File: src/rtl/cpu_trace_emitter_pkg.sv
// Shared types and constants for the trace emitter: state encoding,
// ASCII punctuation, and the nibble-to-hex-character helper.
package cpu_trace_emitter_pkg;

   typedef enum logic [3:0] {
      ST_IDLE,
      ST_CARET,
      ST_TIME,
      ST_AT,
      ST_PC,
      ST_COLON_SP,
      ST_MARK,
      ST_GRF,
      ST_ADDR,
      ST_ARROW,
      ST_DATA,
      ST_HASH
   } state_t;

   localparam logic [7:0] CH_CARET  = 8'h5e;
   localparam logic [7:0] CH_AT     = 8'h40;
   localparam logic [7:0] CH_COLON  = 8'h3a;
   localparam logic [7:0] CH_SPACE  = 8'h20;
   localparam logic [7:0] CH_DOLLAR = 8'h24;
   localparam logic [7:0] CH_STAR   = 8'h2a;
   localparam logic [7:0] CH_LT     = 8'h3c;
   localparam logic [7:0] CH_EQ     = 8'h3d;
   localparam logic [7:0] CH_HASH   = 8'h23;
   localparam logic [7:0] CH_ZERO   = 8'h30;

   // Decimal fields never exceed 9999, so 14 bits always suffice.
   localparam int unsigned DEC_W    = 14;
   localparam logic [31:0] TIME_MAX = 32'd9999;

   function automatic logic [7:0] hex_ascii(input logic [3:0] nib);
      // 'a' - 10 = 8'h57
      return (nib < 4'd10) ? (CH_ZERO + {4'h0, nib}) : (8'h57 + {4'h0, nib});
   endfunction

endpackage

File: src/rtl/dec_digits.sv
// Combinational binary-to-BCD for values up to 9999: four digits
// (least significant in bcd[3:0]) plus the count of printed digits.
module dec_digits
   import cpu_trace_emitter_pkg::*;
(
   input  logic [DEC_W-1:0] value,
   output logic [15:0]      bcd,
   output logic [2:0]       ndig
);

   always_comb begin
      bcd[3:0]   = 4'(value % DEC_W'(10));
      bcd[7:4]   = 4'((value / DEC_W'(10)) % DEC_W'(10));
      bcd[11:8]  = 4'((value / DEC_W'(100)) % DEC_W'(10));
      bcd[15:12] = 4'((value / DEC_W'(1000)) % DEC_W'(10));
      if (value >= DEC_W'(1000))
         ndig = 3'd4;
      else if (value >= DEC_W'(100))
         ndig = 3'd3;
      else if (value >= DEC_W'(10))
         ndig = 3'd2;
      else
         ndig = 3'd1;
   end

endmodule

File: src/rtl/cpu_trace_emitter.sv
// Serialises one CPU write-trace record per accept into an ASCII
// character stream with valid/ready handshake on both sides.
//
// state       | meaning
// ST_IDLE     | no record held, in_ready=1
// ST_CARET    | presenting '^'
// ST_TIME     | presenting time digit cnt (MS digit first)
// ST_AT       | presenting '@'
// ST_PC       | presenting PC nibble cnt
// ST_COLON_SP | presenting ':' (cnt=1) then ' ' (cnt=0)
// ST_MARK     | presenting '$' or '*'
// ST_GRF      | presenting register digit cnt
// ST_ADDR     | presenting address nibble cnt
// ST_ARROW    | presenting " <= " (cnt 3..0)
// ST_DATA     | presenting data nibble cnt
// ST_HASH     | presenting '#'
module cpu_trace_emitter
   import cpu_trace_emitter_pkg::*;
#(
   parameter int TIME_W = 14
) (
   input  logic              clk,
   input  logic              reset,
   input  logic              in_valid,
   output logic              in_ready,
   input  logic              in_type,
   input  logic [TIME_W-1:0] in_time,
   input  logic [31:0]       in_pc,
   input  logic [4:0]        in_grf,
   input  logic [31:0]       in_addr,
   input  logic [31:0]       in_data,
   output logic [7:0]        char,
   output logic              char_valid,
   input  logic              char_ready
);

   state_t            state, nxt_state;
   logic [2:0]        cnt, nxt_cnt;
   logic [7:0]        nxt_char;

   logic              type_q;
   logic [31:0]       pc_q, addr_q, data_q;
   logic [15:0]       t_bcd_q, g_bcd_q;
   logic [2:0]        t_n_q, g_n_q;

   logic [31:0]       time_ext;
   logic [DEC_W-1:0]  time_clamp, grf_ext;
   logic [15:0]       t_bcd, g_bcd;
   logic [2:0]        t_n, g_n;

   assign time_ext   = 32'(in_time);
   assign time_clamp = (time_ext > TIME_MAX) ? DEC_W'(TIME_MAX) : time_ext[DEC_W-1:0];
   assign grf_ext    = DEC_W'(in_grf);

   dec_digits u_dec_time (.value(time_clamp), .bcd(t_bcd), .ndig(t_n));
   dec_digits u_dec_grf  (.value(grf_ext),    .bcd(g_bcd), .ndig(g_n));

   assign in_ready = (state == ST_IDLE);

   // cnt is a down-counter over the characters of multi-character fields.
   always_comb begin
      nxt_state = state;
      nxt_cnt   = cnt;
      case (state)
         ST_CARET: begin
            nxt_state = ST_TIME;
            nxt_cnt   = t_n_q - 3'd1;
         end
         ST_TIME:
            if (cnt == 3'd0) nxt_state = ST_AT;
            else             nxt_cnt   = cnt - 3'd1;
         ST_AT: begin
            nxt_state = ST_PC;
            nxt_cnt   = 3'd7;
         end
         ST_PC:
            if (cnt == 3'd0) begin
               nxt_state = ST_COLON_SP;
               nxt_cnt   = 3'd1;
            end else nxt_cnt = cnt - 3'd1;
         ST_COLON_SP:
            if (cnt == 3'd0) nxt_state = ST_MARK;
            else             nxt_cnt   = cnt - 3'd1;
         ST_MARK:
            if (type_q) begin
               nxt_state = ST_ADDR;
               nxt_cnt   = 3'd7;
            end else begin
               nxt_state = ST_GRF;
               nxt_cnt   = g_n_q - 3'd1;
            end
         ST_GRF, ST_ADDR:
            if (cnt == 3'd0) begin
               nxt_state = ST_ARROW;
               nxt_cnt   = 3'd3;
            end else nxt_cnt = cnt - 3'd1;
         ST_ARROW:
            if (cnt == 3'd0) begin
               nxt_state = ST_DATA;
               nxt_cnt   = 3'd7;
            end else nxt_cnt = cnt - 3'd1;
         ST_DATA:
            if (cnt == 3'd0) nxt_state = ST_HASH;
            else             nxt_cnt   = cnt - 3'd1;
         ST_HASH: begin
            nxt_state = ST_IDLE;
            nxt_cnt   = 3'd0;
         end
         default: begin
            nxt_state = ST_IDLE;
            nxt_cnt   = 3'd0;
         end
      endcase
   end

   always_comb begin
      nxt_char = 8'h00;
      case (nxt_state)
         ST_CARET:    nxt_char = CH_CARET;
         ST_TIME:     nxt_char = CH_ZERO + {4'h0, t_bcd_q[{nxt_cnt[1:0], 2'b00} +: 4]};
         ST_AT:       nxt_char = CH_AT;
         ST_PC:       nxt_char = hex_ascii(pc_q[{nxt_cnt, 2'b00} +: 4]);
         ST_COLON_SP: nxt_char = nxt_cnt[0] ? CH_COLON : CH_SPACE;
         ST_MARK:     nxt_char = type_q ? CH_STAR : CH_DOLLAR;
         ST_GRF:      nxt_char = CH_ZERO + {4'h0, g_bcd_q[{nxt_cnt[1:0], 2'b00} +: 4]};
         ST_ADDR:     nxt_char = hex_ascii(addr_q[{nxt_cnt, 2'b00} +: 4]);
         ST_ARROW:
            case (nxt_cnt)
               3'd2:    nxt_char = CH_LT;
               3'd1:    nxt_char = CH_EQ;
               default: nxt_char = CH_SPACE;
            endcase
         ST_DATA:     nxt_char = hex_ascii(data_q[{nxt_cnt, 2'b00} +: 4]);
         ST_HASH:     nxt_char = CH_HASH;
         default:     nxt_char = 8'h00;
      endcase
   end

   always_ff @(posedge clk or negedge reset) begin
      if (!reset) begin
         state      <= ST_IDLE;
         cnt        <= 3'd0;
         char       <= 8'h00;
         char_valid <= 1'b0;
         type_q     <= 1'b0;
         pc_q       <= 32'h0;
         addr_q     <= 32'h0;
         data_q     <= 32'h0;
         t_bcd_q    <= 16'h0;
         g_bcd_q    <= 16'h0;
         t_n_q      <= 3'd0;
         g_n_q      <= 3'd0;
      end else if (state == ST_IDLE) begin
         if (in_valid) begin
            type_q     <= in_type;
            pc_q       <= in_pc;
            addr_q     <= in_addr;
            data_q     <= in_data;
            t_bcd_q    <= t_bcd;
            g_bcd_q    <= g_bcd;
            t_n_q      <= t_n;
            g_n_q      <= g_n;
            state      <= ST_CARET;
            cnt        <= 3'd0;
            char       <= CH_CARET;
            char_valid <= 1'b1;
         end
      end else if (char_valid && char_ready) begin
         state      <= nxt_state;
         cnt        <= nxt_cnt;
         char       <= nxt_char;
         char_valid <= (nxt_state != ST_IDLE);
      end
   end

endmodule
File: config.mk
export PLATFORM = sky130hd
export DESIGN_NAME = cpu_trace_emitter
export DESIGN_NICKNAME = d
export VERILOG_FILES = /design/src/rtl/cpu_trace_emitter_pkg.sv /design/src/rtl/dec_digits.sv /design/src/rtl/cpu_trace_emitter.sv
export SDC_FILE = /design/constraint.sdc
export NUM_CORES = 1
export LEC_CHECK = 0
export ABC_AREA = 1
export BUFFER_PORTS_ARGS = -buffer_cell sky130_fd_sc_hd__buf_2
export CAP_MARGIN = 20
export CELL_PAD_IN_SITES_DETAIL_PLACEMENT = 0
export CELL_PAD_IN_SITES_GLOBAL_PLACEMENT = 1
export CORE_ASPECT_RATIO = 1.75
export CORE_UTILIZATION = 23
export DETAILED_ROUTE_END_ITERATION = 16
export PLACE_DENSITY = 0.6
export SLEW_MARGIN = 20
export SYNTH_ARGS = -nofsm -noshare
export SYNTH_HDL_FRONTEND = slang
export SYNTH_SLANG_ARGS = --single-unit
File: constraint.sdc
create_clock -name clk -period 7.95 [get_ports clk]
set_input_delay 0.3975 -clock clk [delete_from_list [all_inputs] [get_ports clk]]
set_output_delay 0.3975 -clock clk [all_outputs]
set_load 0.005 [all_outputs]
==> impl_metrics.tcl, run 1 <==
set metrics [dict create \
    post_cts_buffers 0 \
    ioPinCount 130 \
    initial_core_util 0.235 \
    rr_startpoint "cnt[0]" \
    diodes 0 \
    wire_per_inst_um 15.1 \
    syn_nets 1641 \
    globalplace.congestion 0.829 \
    slew_viol_final 0 \
    ctsHoldBuffers 0 \
    whs_ns 0.00395 \
    cts_sinks 139 \
    worstPathRequired_ns 8.33 \
    finalHoldViolCount 0 \
    critPathArrivalTime_ns 6.39 \
    drc_errors 0 \
    relSlewSlack 0.274 \
    cts_made_buffers 17 \
    reg2reg_depth 20 \
    via_per_inst 4.47 \
    path_clk_slew_ns 0.06 \
    die_y_um 278 \
    dr.pass1.iters 4 \
    cts-htree-levels 4 \
    ys.flop_type "dfrtp_1" \
    crit_path_frequent_cell "nand2_1" \
    syn-cell-area_mm2 0.0100 \
    core_mm2 0.0428 \
    yosys-top-cells-area "dfrtp_1, nand2_1, o21ai_0" \
    critPathMaxFanout 8 \
    die_w_um 160 \
    routed_wl_mm 32.9 \
    setup-violations-final 0 \
    tritoncts "built" \
    ant_nets 0 \
    hold_path.class "in2async" \
    startpoint "in_time[6]" \
    overflow 0 \
    end_kind "register" \
    final_area_mm2 0.0119 \
    fin_cells 2180 \
    place_area_mm2 0.0113 \
    status "completed" \
    cap_violations 0 \
    drive_gt1_frac 0.179 \
    hpwl_mm 25.2 \
    grt_pass1_vias 9934 \
    die_area_mm2 0.0445 \
    layout.nets 1747 \
    synthCells 1500 \
    critPathMaxStageDelay_ns 0.36 \
    synth_top_area_share 0.347 \
    yosysSeqAreaShare 0.347 \
    grt_start_max_net_pins 81 \
    dp.cells 2148 \
    vias 9751 \
    synth.distinct_cells 59 \
    cp_slowest_cell "a21oi_2" \
    clock.fmax_mhz 166 \
    worst_pin_slew_ns 1.08 \
    synth_top_area_cell "dfrtp_1" \
    layout_worst_path_cycle_share 0.756 \
    clk_path_buf_depth 2 \
    cts_root_buf "clkbuf_16" \
    synth_edf_count 0 \
    grtUsageTotal 0.151 \
    synth.cells.most_frequent "nand2_1, inv_1, o21ai_0" \
    clkLatencyLatePin_ns 0.44 \
    yosysMostFrequentCell "nand2_1" \
    rsz0062_at_grt "false" \
    r2r_end "char[0]" \
    synthToLayoutAreaGrowth_pct 18.5 \
    io_buffers 128 \
    synth-seq-cells 139 \
    rows 100 \
    async_reset_ff_frac 1.00 \
    grt_first_pass_wirelength_mm 52.6 \
    crit_type "in2reg" \
    finalSetupTns_ns 0 \
    cts.repair.resized 0 \
    antenna_found_initial 0 \
    regToRegSetupSlack_ns 2.72 \
    period_needed_ns 6.01 \
    finalClockSkew_ns 0.0127 \
    yosysWarnings 0 \
    cp-start-kind "input port" \
    drtIter0Drc 393 \
    avgSynthCellArea_um2 6.69 \
]
-- metal layers --
layer  share of wire  global-route usage
met2            0.56               0.300
met4           0.028              0.0581
met1            0.39               0.158
met5               0                   0
met3           0.022              0.0189
-- sequential cells by signal, indices dropped and copies added (netlist names) --
name,flops
char_valid,1
pc_q,32
g_n_q,2
t_bcd_q,16
type_q,1
char,7
g_bcd_q,6
addr_q,32
cnt,3
t_n_q,3
data_q,32
state,4
-- metrics by stage --
step                      setup WS [ns]   util
after detailed placement           1.44  0.264
after global routing               1.19  0.278
after global placement             1.53  0.264
after CTS                          1.89  0.278
after floorplan                    2.68      -
final                              1.94  0.278
-- cell type report --
class                   instances  area (um^2)
flip-flops and latches        139         3480
clock buffers                  17          425
well taps                     561          702
clock inverters                15          175
multi-input cells            1129         5690
repair buffers                141          744
fillers                      4877        30900
inverters                     178          673
-- critical path, delay by kind of cell --
family	cells	cell delay, ns
AO/OA/AOI/OAI	2	0.46
XOR/XNOR	1	0.17
adder cells (fa/ha/maj)	2	0.36
buffers and inverters	7	0.70
AND/OR/NAND/NOR	43	4.31
-- worst max-delay path by stage --
| stage | end | cells past startpoint |
|---|---|---|
| 5_1_grt | t_bcd_q[7] | 55 |
| 6_report | t_bcd_q[7] | 55 |
| 3_5_place_dp | t_bcd_q[7] | 55 |
| 4_1_cts | t_bcd_q[7] | 55 |
| 3_3_place_gp | t_bcd_q[7] | 55 |
| 2_1_floorplan | t_bcd_q[7] | 54 |
-- layout by cell type, fill, tap and decap left out, types with 18 or more instances in the layout --
cell type,netlist,final
nand2_1,494,492
o21ai_0,149,149
inv_1,160,158
buf_2,3,127
ha_1,21,21
nor2_1,118,118
a21oi_1,52,51
nand2_2,43,44
dfrtp_1,139,139
nand3_1,70,70
nand2_4,17,18
-- cell families after synthesis --
logic type	after synthesis	synth area share
and+or+nand+nor	802	0.355
DFF	139	0.347
xor gates and xnor gates	27	0.0243
muxes	1	0.000997
AOI/OAI and AO/OA	277	0.158
other	1	0.000374
buffers and inverters	232	0.0885
adders and majority gates	21	0.0262
Power of run 1 is not shown: default switching activity piles up to over one toggle a cycle in this logic, so the estimate is an artifact.
==> run 2, diff against run 1 <==
==> constraint.sdc (replaced) <==
create_clock -name clk -period 6.1 [get_ports clk]
set_input_delay 0.305 -clock clk [delete_from_list [all_inputs] [get_ports clk]]
set_output_delay 0.305 -clock clk [all_outputs]
set_load 0.005 [all_outputs]
==> impl_metrics.tcl, run 2 (synthesis results as in run 1) <==
set metrics [dict create \
    status "completed" \
    relSlewSlack 0.330 \
    cap_violations 0 \
    drtIter0Drc 419 \
    grtUsageTotal 0.151 \
    die_area_mm2 0.0445 \
    finalClockSkew_ns 0.0101 \
    slew_viol_final 0 \
    period_needed_ns 5.49 \
    dp.cells 2155 \
    layout_common_cells "nand2_1, inv_1, o21ai_0" \
    setup-violations-final 0 \
    critPathMaxFanout 5 \
    layout_worst_path_cycle_share 0.900 \
    critPathArrivalTime_ns 5.82 \
    layout_commonest_cell "nand2_1" \
    antenna_found_initial 0 \
    clock.fmax_mhz 182 \
    path_clk_slew_ns 0.06 \
    ant_nets 0 \
    drive_gt1_frac 0.188 \
    worstPathRequired_ns 6.42 \
    cp_top_family "simple AND/OR/NAND/NOR gates" \
    crit_type "in2reg" \
    grt_start_max_net_pins 86 \
    final_util 0.281 \
    finalHoldViolCount 0 \
    clk_path_buf_depth 2 \
    clkLatencyLatePin_ns 0.44 \
    worst_pin_slew_ns 0.979 \
    ioPinCount 130 \
    tritoncts "built" \
    cp-start-kind "input port" \
    end_kind "register" \
    synthToLayoutAreaGrowth_pct 20.0 \
    nFillCells 4884 \
    rows 100 \
    largest_registers "addr_q: 32 flops, data_q: 32 flops, pc_q: 32 flops" \
    grt_pass1_vias 9970 \
    cts_made_buffers 17 \
    die_y_um 278 \
    cts_sinks 139 \
    hpwl_mm 25.3 \
    globalplace.congestion 0.852 \
    diodes 0 \
    cts_root_buf "clkbuf_16" \
    initial_core_util 0.235 \
    critPathMaxStageDelay_ns 0.30 \
    cts-htree-levels 4 \
    io_buffers 128 \
    fin_cells 2190 \
    core_mm2 0.0428 \
    routed_wl_mm 32.9 \
    crit_path_frequent_cell "nand2_1" \
    vias 9868 \
    hold_path.class "in2reg" \
    layout.nets 1760 \
    grt_first_pass_wirelength_mm 52.5 \
    path_buf_inv 5 \
    die_w_um 160 \
    via_per_inst 4.51 \
    wire_per_inst_um 15.0 \
    cp_slowest_cell "nor4_2" \
    dr.pass1.iters 5 \
    drc_errors 0 \
    overflow 0 \
]
[run 2: path summary, 6_finish.rpt]
check                      cells after the start       start  slack (ns)    endpoint
setup reg to reg                              18      cnt[1]        1.23     char[0]
setup / recovery                              54  in_time[9]        0.61  t_bcd_q[7]
hold / removal                                 3  in_addr[1]        0.05   addr_q[1]
min in group asynchronous                      2       reset        0.48  data_q[30]
max in group asynchronous                      3       reset        4.29     char[0]
hold reg to reg                                2  addr_q[18]        0.47  addr_q[18]
[run 2: metal layers]
layer | GRT usage | wire [um]
met1 | 0.153 | 12600
met2 | 0.309 | 19000
met3 | 0.0176 | 731
met4 | 0.0518 | 658
met5 | 0 | 0
[run 2: through the flow]
stage | setup TNS, ns | worst slack, ns | instance area [um^2] | hold WS, ns
floorplan | 0 | 0.923 | 10000 | 0.00941
global placement | 0 | 0.256 | 11300 | 0.432
detailed placement | 0 | 0.0795 | 11300 | 0.431
CTS | 0 | 0.527 | 11900 | 0.0282
global route | -0.0809 | -0.0809 | 12000 | 0.0432
finish | 0 | 0.608 | 12000 | 0.0540
[run 2: area by class of cell]
cell class                      instances  area (um^2)  area share
Clock buffer                           18          439      0.0365
Clock inverter                         11          146      0.0122
Inverter                              178          678      0.0563
Multi-Input combinational cell       1129         5750       0.478
Sequential cell                       139         3480       0.289
Tap cell                              561          702      0.0583
Timing Repair Buffer                  154          847      0.0704
[run 2: repair_timing]
item	CTS	global route
setup buffers	0	5
gates resized for setup	0	15
hold endpoints to repair	84	0
hold buffers	1	0
setup endpoints to repair	0	2
[run 2: worst reg2reg max path: stages (launching register included)]
cell and delay (ns):
dfrtp_1 0.39, inv_1 0.07, ha_1 0.17, nand2_1 0.24, ha_1 0.29, a211oi_1 0.26
nand2_2 0.37, buf_4 0.36, nand2_1 0.07, o21ai_0 0.07, o21ai_0 0.21, inv_1 0.06
o21ai_0 0.62, nor2_1 0.16, nor2_1 0.31, xnor2_1 0.12, a2111oi_0 0.66, buf_4 0.24
o21ai_0 0.07
Power of run 2 is left out for the same reason.
